<file path="config.mk">
export PLATFORM = sky130hd
export DESIGN_NAME = bus_addr_router_flat
export DESIGN_NICKNAME = d
export VERILOG_FILES = /design/src/rtl/soc_bus_pkg.sv /design/src/rtl/bus_addr_router_if.sv /design/src/rtl/bus_region_match.sv /design/src/rtl/bus_addr_router.sv /design/src/flat_wrapper.sv
export SDC_FILE = /design/constraint.sdc
export NUM_CORES = 1
export LEC_CHECK = 0
export ABC_AREA = 1
export BUFFER_PORTS_ARGS = -buffer_cell sky130_fd_sc_hd__buf_2
export CAP_MARGIN = 20
export CORE_AREA = 2 2 108 110
export CTS_CLUSTER_SIZE = 24
export DETAILED_ROUTE_END_ITERATION = 10
export DIE_AREA = 0 0 110 112
export MAX_ROUTING_LAYER = met4
export PLACE_DENSITY = 0.81
export SLEW_MARGIN = 20
export SYNTH_ARGS = -nofsm -noshare
export SYNTH_HDL_FRONTEND = slang
export SYNTH_HIERARCHICAL = 1
export SYNTH_SLANG_ARGS = --single-unit
</file>
<file path="constraint.sdc">
create_clock -name clk -period 1.8 [get_ports clk]
set_input_delay 0.27 -clock clk [delete_from_list [all_inputs] [get_ports clk]]
set_output_delay 0.27 -clock clk [all_outputs]
set_load 0.05 [all_outputs]
</file>
<file path="src/rtl/soc_bus_pkg.sv">
// Shared types and constants for the SoC data-bus router.
//   state_t    : router FSM states
//   bus_req_t  : latched master request broadcast to the slaves
//   BUS_AW/BUS_DW/REGION_W/STRB_W : bus geometry
//   REGION_*   : default region IDs of the memory, GPIO and UART slaves
package soc_bus_pkg;

    localparam int unsigned BUS_AW   = 32;
    localparam int unsigned BUS_DW   = 32;
    localparam int unsigned REGION_W = 4;
    localparam int unsigned STRB_W   = BUS_DW / 8;

    localparam logic [REGION_W-1:0] REGION_MEM  = 4'h0;
    localparam logic [REGION_W-1:0] REGION_GPIO = 4'h4;
    localparam logic [REGION_W-1:0] REGION_UART = 4'h5;

    typedef enum logic [1:0] {
        ST_IDLE   = 2'd0,
        ST_ACCESS = 2'd1,
        ST_RESP   = 2'd2
    } state_t;

    typedef struct packed {
        logic              we;
        logic [BUS_AW-1:0] addr;
        logic [BUS_DW-1:0] wdata;
        logic [STRB_W-1:0] wstrb;
    } bus_req_t;

endpackage

</file>
<file path="src/rtl/bus_addr_router_if.sv">
// Bus bundle between one master, the router and N_SLAVES slaves.
//   m_*    : master request (valid/we/addr/wdata/wstrb) and response (ready/rdata/err)
//   s_*    : one-hot slave request, broadcast request payload, slave ready/rdata
// Modports: master (CPU side), slave (peripheral side), router (the routing block).
interface bus_addr_router_if #(
    parameter int unsigned N_SLAVES = 3
);
    import soc_bus_pkg::*;

    logic                       m_valid;
    logic                       m_we;
    logic [BUS_AW-1:0]          m_addr;
    logic [BUS_DW-1:0]          m_wdata;
    logic [STRB_W-1:0]          m_wstrb;
    logic                       m_ready;
    logic [BUS_DW-1:0]          m_rdata;
    logic                       m_err;

    logic [N_SLAVES-1:0]        s_valid;
    logic                       s_we;
    logic [BUS_AW-1:0]          s_addr;
    logic [BUS_DW-1:0]          s_wdata;
    logic [STRB_W-1:0]          s_wstrb;
    logic [N_SLAVES-1:0]        s_ready;
    logic [BUS_DW*N_SLAVES-1:0] s_rdata;

    modport master (
        output m_valid, m_we, m_addr, m_wdata, m_wstrb,
        input  m_ready, m_rdata, m_err
    );

    modport slave (
        input  s_valid, s_we, s_addr, s_wdata, s_wstrb,
        output s_ready, s_rdata
    );

    modport router (
        input  m_valid, m_we, m_addr, m_wdata, m_wstrb, s_ready, s_rdata,
        output m_ready, m_rdata, m_err, s_valid, s_we, s_addr, s_wdata, s_wstrb
    );

endinterface

</file>
<file path="src/rtl/bus_region_match.sv">
// Combinational region decoder: compares an address nibble against the
// per-slave region table; the lowest matching slave index wins.
//   i_region : addr[31:28] of the request
//   o_hit    : some slave owns the region
//   o_idx    : binary index of the owning slave (0 when no hit)
module bus_region_match
    import soc_bus_pkg::*;
#(
    parameter int unsigned                  N_SLAVES   = 3,
    parameter int unsigned                  IDX_W      = 2,
    parameter logic [REGION_W*N_SLAVES-1:0] REGION_MAP = {REGION_UART, REGION_GPIO, REGION_MEM}
) (
    input  logic [REGION_W-1:0] i_region,
    output logic                o_hit,
    output logic [IDX_W-1:0]    o_idx
);

    // Scan from the top down so a lower-indexed match overwrites a higher one.
    always_comb begin
        o_hit = 1'b0;
        o_idx = '0;
        for (int i = int'(N_SLAVES) - 1; i >= 0; i--) begin
            if (REGION_MAP[REGION_W*i +: REGION_W] == i_region) begin
                o_hit = 1'b1;
                o_idx = IDX_W'(i);
            end
        end
    end

endmodule

</file>
<file path="src/rtl/bus_addr_router.sv">
// Single-master to N_SLAVES-slave data-bus router.
// Decodes addr[31:28], registers the request to the owning slave, waits for
// that slave's ready and returns its read data as a one-cycle m_ready pulse.
// Unmapped regions get an immediate error response.
//   clk, rst_n : clock, asynchronous active-low reset
//   bus        : bus_addr_router_if.router (master request/response, slave request/ready/rdata)
// Optional: `define BUS_TIMEOUT_EN adds an ACCESS watchdog of TIMEOUT_CYCLES cycles
// that ends a stalled access with an error response.
module bus_addr_router
    import soc_bus_pkg::*;
#(
    parameter int unsigned                  N_SLAVES       = 3,
    parameter logic [REGION_W*N_SLAVES-1:0] REGION_MAP     = {REGION_UART, REGION_GPIO, REGION_MEM},
    parameter int unsigned                  TIMEOUT_CYCLES = 255
) (
    input  logic              clk,
    input  logic              rst_n,
    bus_addr_router_if.router bus
);

    localparam int unsigned IDX_W = (N_SLAVES > 1) ? $clog2(N_SLAVES) : 1;

    state_t              r_state,   w_state_nxt;
    bus_req_t            r_req,     w_req_nxt;
    logic [N_SLAVES-1:0] r_s_valid, w_s_valid_nxt;
    logic                r_m_ready, w_m_ready_nxt;
    logic                r_m_err,   w_m_err_nxt;
    logic [BUS_DW-1:0]   r_m_rdata, w_m_rdata_nxt;

    logic                w_hit;
    logic [IDX_W-1:0]    w_idx;
    logic                w_sel_ready;
    logic [BUS_DW-1:0]   w_sel_rdata;
    logic                w_wdog_expired;

    // Region decode of the live master address (only consumed in IDLE).
    bus_region_match #(
        .N_SLAVES   (N_SLAVES),
        .IDX_W      (IDX_W),
        .REGION_MAP (REGION_MAP)
    ) u_match (
        .i_region (bus.m_addr[BUS_AW-1 -: REGION_W]),
        .o_hit    (w_hit),
        .o_idx    (w_idx)
    );

    // s_valid is one-hot during ACCESS, so masking with it honours only the addressed slave.
    assign w_sel_ready = |(bus.s_ready & r_s_valid);

    // Read-data mux selected by the one-hot request.
    always_comb begin
        w_sel_rdata = '0;
        for (int i = 0; i < int'(N_SLAVES); i++) begin
            if (r_s_valid[i]) begin
                w_sel_rdata = w_sel_rdata | bus.s_rdata[BUS_DW*i +: BUS_DW];
            end
        end
    end

`ifdef BUS_TIMEOUT_EN
    localparam int unsigned WDOG_W = (TIMEOUT_CYCLES > 1) ? $clog2(TIMEOUT_CYCLES) : 1;

    logic [WDOG_W-1:0] r_wdog, w_wdog_nxt;

    // Counts completed ACCESS cycles; zero on every entry to ACCESS.
    assign w_wdog_expired = (r_wdog == WDOG_W'(TIMEOUT_CYCLES - 1));
    assign w_wdog_nxt     = (r_state == ST_ACCESS && w_state_nxt == ST_ACCESS)
                          ? r_wdog + WDOG_W'(1) : '0;

    always_ff @(posedge clk or negedge rst_n) begin
        if (!rst_n) begin
            r_wdog <= '0;
        end else begin
            r_wdog <= w_wdog_nxt;
        end
    end
`else
    // No watchdog: ACCESS waits for the slave indefinitely.
    assign w_wdog_expired = 1'b0;

    if (TIMEOUT_CYCLES == 0) begin : g_wdog_disabled
    end
`endif

    // Next-state and next-register logic.
    always_comb begin
        w_state_nxt   = r_state;
        w_req_nxt     = r_req;
        w_s_valid_nxt = r_s_valid;
        w_m_ready_nxt = 1'b0;
        w_m_err_nxt   = r_m_err;
        w_m_rdata_nxt = r_m_rdata;

        case (r_state)
            ST_IDLE: begin
                if (bus.m_valid) begin
                    w_req_nxt = '{we: bus.m_we, addr: bus.m_addr,
                                  wdata: bus.m_wdata, wstrb: bus.m_wstrb};
                    if (w_hit) begin
                        w_s_valid_nxt = N_SLAVES'(1) << w_idx;
                        w_state_nxt   = ST_ACCESS;
                    end else begin
                        w_m_ready_nxt = 1'b1;
                        w_m_err_nxt   = 1'b1;
                        w_m_rdata_nxt = '0;
                        w_state_nxt   = ST_RESP;
                    end
                end
            end
            ST_ACCESS: begin
                // A slave completion in the limit cycle still wins over the watchdog.
                if (w_sel_ready) begin
                    w_s_valid_nxt = '0;
                    w_m_ready_nxt = 1'b1;
                    w_m_err_nxt   = 1'b0;
                    w_m_rdata_nxt = r_req.we ? '0 : w_sel_rdata;
                    w_state_nxt   = ST_RESP;
                end else if (w_wdog_expired) begin
                    w_s_valid_nxt = '0;
                    w_m_ready_nxt = 1'b1;
                    w_m_err_nxt   = 1'b1;
                    w_m_rdata_nxt = '0;
                    w_state_nxt   = ST_RESP;
                end
            end
            ST_RESP: begin
                w_state_nxt = ST_IDLE;
            end
            default: begin
                w_state_nxt   = ST_IDLE;
                w_s_valid_nxt = '0;
            end
        endcase
    end

    // State and output registers.
    always_ff @(posedge clk or negedge rst_n) begin
        if (!rst_n) begin
            r_state   <= ST_IDLE;
            r_req     <= '0;
            r_s_valid <= '0;
            r_m_ready <= 1'b0;
            r_m_err   <= 1'b0;
            r_m_rdata <= '0;
        end else begin
            r_state   <= w_state_nxt;
            r_req     <= w_req_nxt;
            r_s_valid <= w_s_valid_nxt;
            r_m_ready <= w_m_ready_nxt;
            r_m_err   <= w_m_err_nxt;
            r_m_rdata <= w_m_rdata_nxt;
        end
    end

    assign bus.m_ready = r_m_ready;
    assign bus.m_err   = r_m_err;
    assign bus.m_rdata = r_m_rdata;
    assign bus.s_valid = r_s_valid;
    assign bus.s_we    = r_req.we;
    assign bus.s_addr  = r_req.addr;
    assign bus.s_wdata = r_req.wdata;
    assign bus.s_wstrb = r_req.wstrb;

endmodule

</file>
<file path="src/flat_wrapper.sv">
// flat-port wrapper written by rule: the top's interface ports become plain ports
module bus_addr_router_flat import soc_bus_pkg::*;
#(
    parameter int unsigned                  N_SLAVES       = 3,
    parameter logic [REGION_W*N_SLAVES-1:0] REGION_MAP     = {REGION_UART, REGION_GPIO, REGION_MEM},
    parameter int unsigned                  TIMEOUT_CYCLES = 255
)
  (clk, rst_n, bus_m_valid, bus_m_we, bus_m_addr, bus_m_wdata, bus_m_wstrb, bus_s_ready, bus_s_rdata, bus_m_ready, bus_m_rdata, bus_m_err, bus_s_valid, bus_s_we, bus_s_addr, bus_s_wdata, bus_s_wstrb);
  bus_addr_router_if #(.N_SLAVES(N_SLAVES)) bus_i ();
  input  logic clk;
  input  logic rst_n;
  input wire logic [$bits(bus_i.m_valid)-1:0] bus_m_valid;
  input wire logic [$bits(bus_i.m_we)-1:0] bus_m_we;
  input wire logic [$bits(bus_i.m_addr)-1:0] bus_m_addr;
  input wire logic [$bits(bus_i.m_wdata)-1:0] bus_m_wdata;
  input wire logic [$bits(bus_i.m_wstrb)-1:0] bus_m_wstrb;
  input wire logic [$bits(bus_i.s_ready)-1:0] bus_s_ready;
  input wire logic [$bits(bus_i.s_rdata)-1:0] bus_s_rdata;
  output wire logic [$bits(bus_i.m_ready)-1:0] bus_m_ready;
  output wire logic [$bits(bus_i.m_rdata)-1:0] bus_m_rdata;
  output wire logic [$bits(bus_i.m_err)-1:0] bus_m_err;
  output wire logic [$bits(bus_i.s_valid)-1:0] bus_s_valid;
  output wire logic [$bits(bus_i.s_we)-1:0] bus_s_we;
  output wire logic [$bits(bus_i.s_addr)-1:0] bus_s_addr;
  output wire logic [$bits(bus_i.s_wdata)-1:0] bus_s_wdata;
  output wire logic [$bits(bus_i.s_wstrb)-1:0] bus_s_wstrb;
  assign bus_i.m_valid = bus_m_valid;
  assign bus_i.m_we = bus_m_we;
  assign bus_i.m_addr = bus_m_addr;
  assign bus_i.m_wdata = bus_m_wdata;
  assign bus_i.m_wstrb = bus_m_wstrb;
  assign bus_i.s_ready = bus_s_ready;
  assign bus_i.s_rdata = bus_s_rdata;
  assign bus_m_ready = bus_i.m_ready;
  assign bus_m_rdata = bus_i.m_rdata;
  assign bus_m_err = bus_i.m_err;
  assign bus_s_valid = bus_i.s_valid;
  assign bus_s_we = bus_i.s_we;
  assign bus_s_addr = bus_i.s_addr;
  assign bus_s_wdata = bus_i.s_wdata;
  assign bus_s_wstrb = bus_i.s_wstrb;
  bus_addr_router #(.N_SLAVES(N_SLAVES), .REGION_MAP(REGION_MAP), .TIMEOUT_CYCLES(TIMEOUT_CYCLES)) u_core (.clk(clk), .rst_n(rst_n), .bus(bus_i));
endmodule
</file>
# Word-level counts from Yosys, hierarchy flattened
# Index checks and enable logic that the tools add are counted.
# word_totals
register_bits,108
inputBits,171
# op_classes
eq_ne,8
shifts,1
n_mux,30
bitwise_logic,4
reduce_logical,8
# op_table
operator,count
2-to-1 mux 32 bit,7
OR 32 bit,2
one-hot mux 32 bit (2 select lines),1
2-to-1 mux 2 bit,6
2-to-1 mux 1 bit,9
2-to-1 mux 3 bit,3
one-hot mux 3 bit (3 select lines),1
equality test 3 x 4 -> 1 bit (first input constant),2
AND reduction 4 bit,2
!= test 2 bit (second input constant),3
zero test 4 bit,1
one-hot mux 1 bit (2 select lines),2
one-hot mux 2 bit (2 select lines),1
AND reduction 2 bit,2
AND 3 bit,1
OR reduction 3 bit,1
left shift 1 x 2 -> 3 bit (first input constant),1
equality test 2 x 1 -> 1 bit (second input constant),1
equality test 2 bit (second input constant),1
zero test 2 bit,1
!= test 2 x 1 -> 1 bit (second input constant),1
nonzero test 2 bit,1
NOT 1 bit,1

# Depth between registers and ports, before layout
# logic_depth
depth_word,8
depth_mapped,9
ltp_nobuf,8

# Hierarchy
# Netlist, hierarchy kept.
# modules_own_cells
mod,n_inst,cells_each,area_per_inst_um2,seq_area_each_um2
bus_addr_router,1,470,4773.3,2702.6
bus_region_match,1,10,40.0,0.0

# Least setup slack after synthesis
# OpenSTA, ideal clock, no wires.
# synth_timing
kind,register -> register
from,register u_core.r_s_valid[2] (netlist: u_core/bus.s_valid[2])
to,register u_core.r_m_rdata[10] (netlist: u_core/bus.m_rdata[10])
setup_time_ps,66
t_arrival_ps,1473
required_time_ps,1734
path_slack_ps,261
stages_incl_launch_ff,9
path_buffers,2
synth_period_minus_slack_ps,1539
path_cell_list,dfrtp_1 > buf_2 > nand2_1 > nand3_1 > nand2_2 > nand2_2 > buf_4 > nand3_1 > nand2_1
# synth_between
elab_chain_len,4
word_cells_on_any_way,8
classes_between,eq/ne: 1; mux: 4; bitwise: 1; reduce/logical: 2
# synth_lines
element,line_no,text
from (decl),bus_addr_router.sv:25,"logic [N_SLAVES-1:0] r_s_valid, w_s_valid_nxt;"
from (signal assigned),bus_addr_router.sv:148,r_s_valid <= w_s_valid_nxt;
AND 3 bit or 2-to-1 mux 32 bit (tied branches),"bus_addr_router.sv:48, bus_addr_router.sv:54",
OR reduction 3 bit or 2-to-1 mux 32 bit (tied branches),"bus_addr_router.sv:48, bus_addr_router.sv:116",
!= test 2 x 1 -> 1 bit (no line) or 2-to-1 mux 32 bit (tied branches),-,
AND reduction 4 bit (no line) or one-hot mux 32 bit (2 select lines) (tied branches),-,
to (signal assigned),bus_addr_router.sv:151,r_m_rdata <= w_m_rdata_nxt;
to (decl),bus_addr_router.sv:28,"logic [BUS_DW-1:0] r_m_rdata, w_m_rdata_nxt;"
# Several ways; a longest one is shown, not always the timed one. The select of a mux whose other input is x is not followed.
# A chain may end at the register's enable or synchronous reset.

# Worst setup path in the final report
# layout_timing
from,register u_core.r_s_valid[2] (netlist: u_core/bus.s_valid[2])
to,output port bus_s_valid[2]
# layout_lines
element,line_no,text
to (decl),flat_wrapper.sv:22,output wire logic [$bits(bus_i.s_valid)-1:0] bus_s_valid;
# No word-level cell between the ends.

==> impl_metrics.toml <==
[critical_path]
crit_slowest_cell = "buf_4"
crit_arrival_ps = 1390
cp_cell_sequence = "buf_4, buf_2"
worstPathRequired_ps = 1530
crit_path_max_fanout = 34
worst_path_largest_cell_delay_ps = 360
crit_path_end_kind = "primary output"
critical_path_class = "register to primary output"
start_kind = "register"

[grt]
antenna_found_initial = 0
gr-total-overflow = 0
grt_pass1_vias = 4289
grt_pass1_wl_um = 20200
track_usage_pct = 21.9
grt_max_degree = 48

[route]
vias_per_cell = 4.87
drt-total-wl_um = 13100
drt_pass1_iterations = 4
routed-via-count = 4391
drc_errors = 0
routedWlPerCell_um = 14.6
drtIter0Drc = 293
ant_nets = 0

[cells_and_area]
regArea_um2 = 2700
multiInputGateArea_um2 = 1940
drive_above_1_share_pct = 49.6
final_area_um2 = 6720
antenna_cells = 0
final_util_pct = 60.1
fin_nets = 924
syn2layout_area_growth_pct = 39.5
fill_cells = 984

[flow_run]
maxCapViolations = 0

[outcome]
outcome = "completed"

[clock_network]
htree_levels = 3
clkTransAtPathRegs_ps = 80
clock_latency_ps = 350
cts_setup_buffers = 0
post_cts_resize_count = 0
cts_buffers = 9
cts-root-buf = "clkbuf_16"
cts_tree = "done"
clk_path_buf_depth = 2
cts_sinks = 108

[logic_synthesis]
syn_area_per_cell_um2 = 10.0
syn_inst = 480
yosysWarnings = 6
synth-seq-area-share_pct = 56.1
ys_seq_elements = 108
synth_cell_type_count = 17
syn-num-nets = 651
netlist_area_um2 = 4810

[place]
place.port_buffers = 276
gp_congestion = 0.763
hpwl_um = 9810
dpl_cell_area_um2 = 6410

[timing]
fin_crit_sh_pct = 92.2
tightest_slew_ps = 420
final_max_slew_viol_count = 0
finalHoldViolCount = 0
setup_viol = 0
rsz0062_at_grt = "no"
setup_tns_ps = 0
period_needed_ps = 1660
finalClockSkew_ps = 10.2
slew_headroom_pct = 72.0
max_freq_mhz = 602

[pwr]
powerDensity_nw_per_um2 = 1590
ir_drop_v = 0.00131
power.leakage_uw = 0.00366
power_uw = 10700

[die]
die_area_um2 = 12300
dieHeight_um = 112
io_pins = 277
initial_core_util_pct = 43.1
rows = 39
die_w_um = 110
core_um2 = 11200

[min_path]
hold_path.class = "input port to register"
==> worst max-delay path, delay by kind of cell (launching register included) <==
kind,cells,cell delay [ps]
buffers and inverters,2,700
flip-flops,1,340
==> cell families (layout without fill, tap and decap cells) <==
kind of cell,count (synthesis),count (layout),synth area share (%)
buffers and inverters,39,317,3.67
and+or+nand+nor,262,262,23.8
DFF,108,108,56.1
muxes,69,69,16.1
AOI/OAI and AO/OA,2,2,0.208
==> state kept, by name, indices dropped and copies added (netlist names) <==
register,cells
u_core/bus.s_addr,32
u_core/bus.s_valid,3
u_core/r_state,2
u_core/bus.m_ready,1
u_core/bus.s_we,1
u_core/bus.m_rdata,32
u_core/bus.m_err,1
u_core/bus.s_wstrb,4
u_core/bus.s_wdata,32
==> where the power goes <==
part | switching [µW] | internal, µW | leakage (µW)
logic | 3830 | 1430 | 0.00217
registers | 354 | 3120 | 0.00134
clock network | 931 | 1010 | 0.000148
==> layout make-up <==
cell class | count | share of cell area (%)
clock inverter | 6 | 0.894
inverter | 8 | 0.447
sequential | 108 | 40.2
multi-input combinational | 333 | 28.9
tap | 143 | 2.66
timing repair buffer | 293 | 23.3
clock buffer | 10 | 3.56
==> repair_timing <==
item / CTS / global route
endpoints found under the hold margin: 28 / 0
hold buffers: 1 / 0
setup endpoints to repair: 0 / 0
==> Yosys cell counts <==
library cell | n | area, µm²
inv_2 | 1 | 3.75
clkbuf_1 | 13 | 48.8
nand3_2 | 1 | 10.0
inv_1 | 7 | 26.3
mux2_2 | 60 | 676
buf_2 | 15 | 75.1
nand4_1 | 4 | 25.0
nor3_2 | 1 | 10.0
o21ai_0 | 2 | 10.0
buf_4 | 3 | 22.5
mux2_1 | 9 | 101
nand2_2 | 4 | 25.0
nor2_1 | 8 | 30.0
nor2_4 | 1 | 11.3
nand2_1 | 144 | 541
dfrtp_1 | 108 | 2700
nand3_1 | 99 | 495
==> path summary, 6_finish.rpt <==
path | start | end | slack (ps) | cells after the start
max | u_core/bus.s_valid[2]$_DFFE_PN0P_ | bus_s_valid[2] | 140 | 2
min | bus_m_wdata[16] | u_core/bus.s_wdata[16]$_DFFE_PN0P_ | 130 | 2
max reg2reg | u_core/r_state[1]$_DFFE_PN0P_ | u_core/bus.s_wdata[5]$_DFFE_PN0P_ | 270 | 4
min reg2reg | u_core/bus.s_wdata[20]$_DFFE_PN0P_ | u_core/bus.s_wdata[20]$_DFFE_PN0P_ | 490 | 1
max in group asynchronous | rst_n | u_core/bus.s_addr[9]$_DFFE_PN0P_ | 780 | 3
min in group asynchronous | rst_n | u_core/bus.m_rdata[5]$_DFFE_PN0P_ | 430 | 2
==> cell usage in the layout (no fill, tap or decap) <==
cell | Yosys | routed
mux2_1 | 9 | 9
inv_6 | 0 | 5
dlygate4sd3_1 | 0 | 1
buf_2 | 15 | 275
buf_4 | 3 | 13
buf_12 | 0 | 4
inv_1 | 7 | 7
clkbuf_16 | 0 | 9
nor2_1 | 8 | 8
nand4_1 | 4 | 4
clkinv_8 | 0 | 1
mux2_2 | 60 | 60
clkbuf_8 | 0 | 1
nor3_4 | 0 | 1
nand2_1 | 144 | 144
nor2_4 | 1 | 1
inv_2 | 1 | 1
nand3_2 | 1 | 1
nand3_1 | 99 | 99
nand2_2 | 4 | 4
o21ai_0 | 2 | 2
dfrtp_1 | 108 | 108
==> metrics by stage <==
step                      setup slack [ps]  std cells  hold WS (ps)
after detailed placement               285        884           229
after global placement                 312        884           228
after CTS                              129        901           123
after global routing                  41.7        901           121
after floorplan                        261        480         -25.6
final                                  140        901           133
==> per-layer routing <==
metal,share of wire [%],global-route usage (%),routed length (µm),vias up
met5,0,-,0,-
met1,41,26.2,5360,2040
li1,-,-,-,2147
met3,7.8,5.44,1020,14
met4,0.96,6.08,126,0
met2,50,36.4,6630,190
Power figures use the tool's default switching activity.
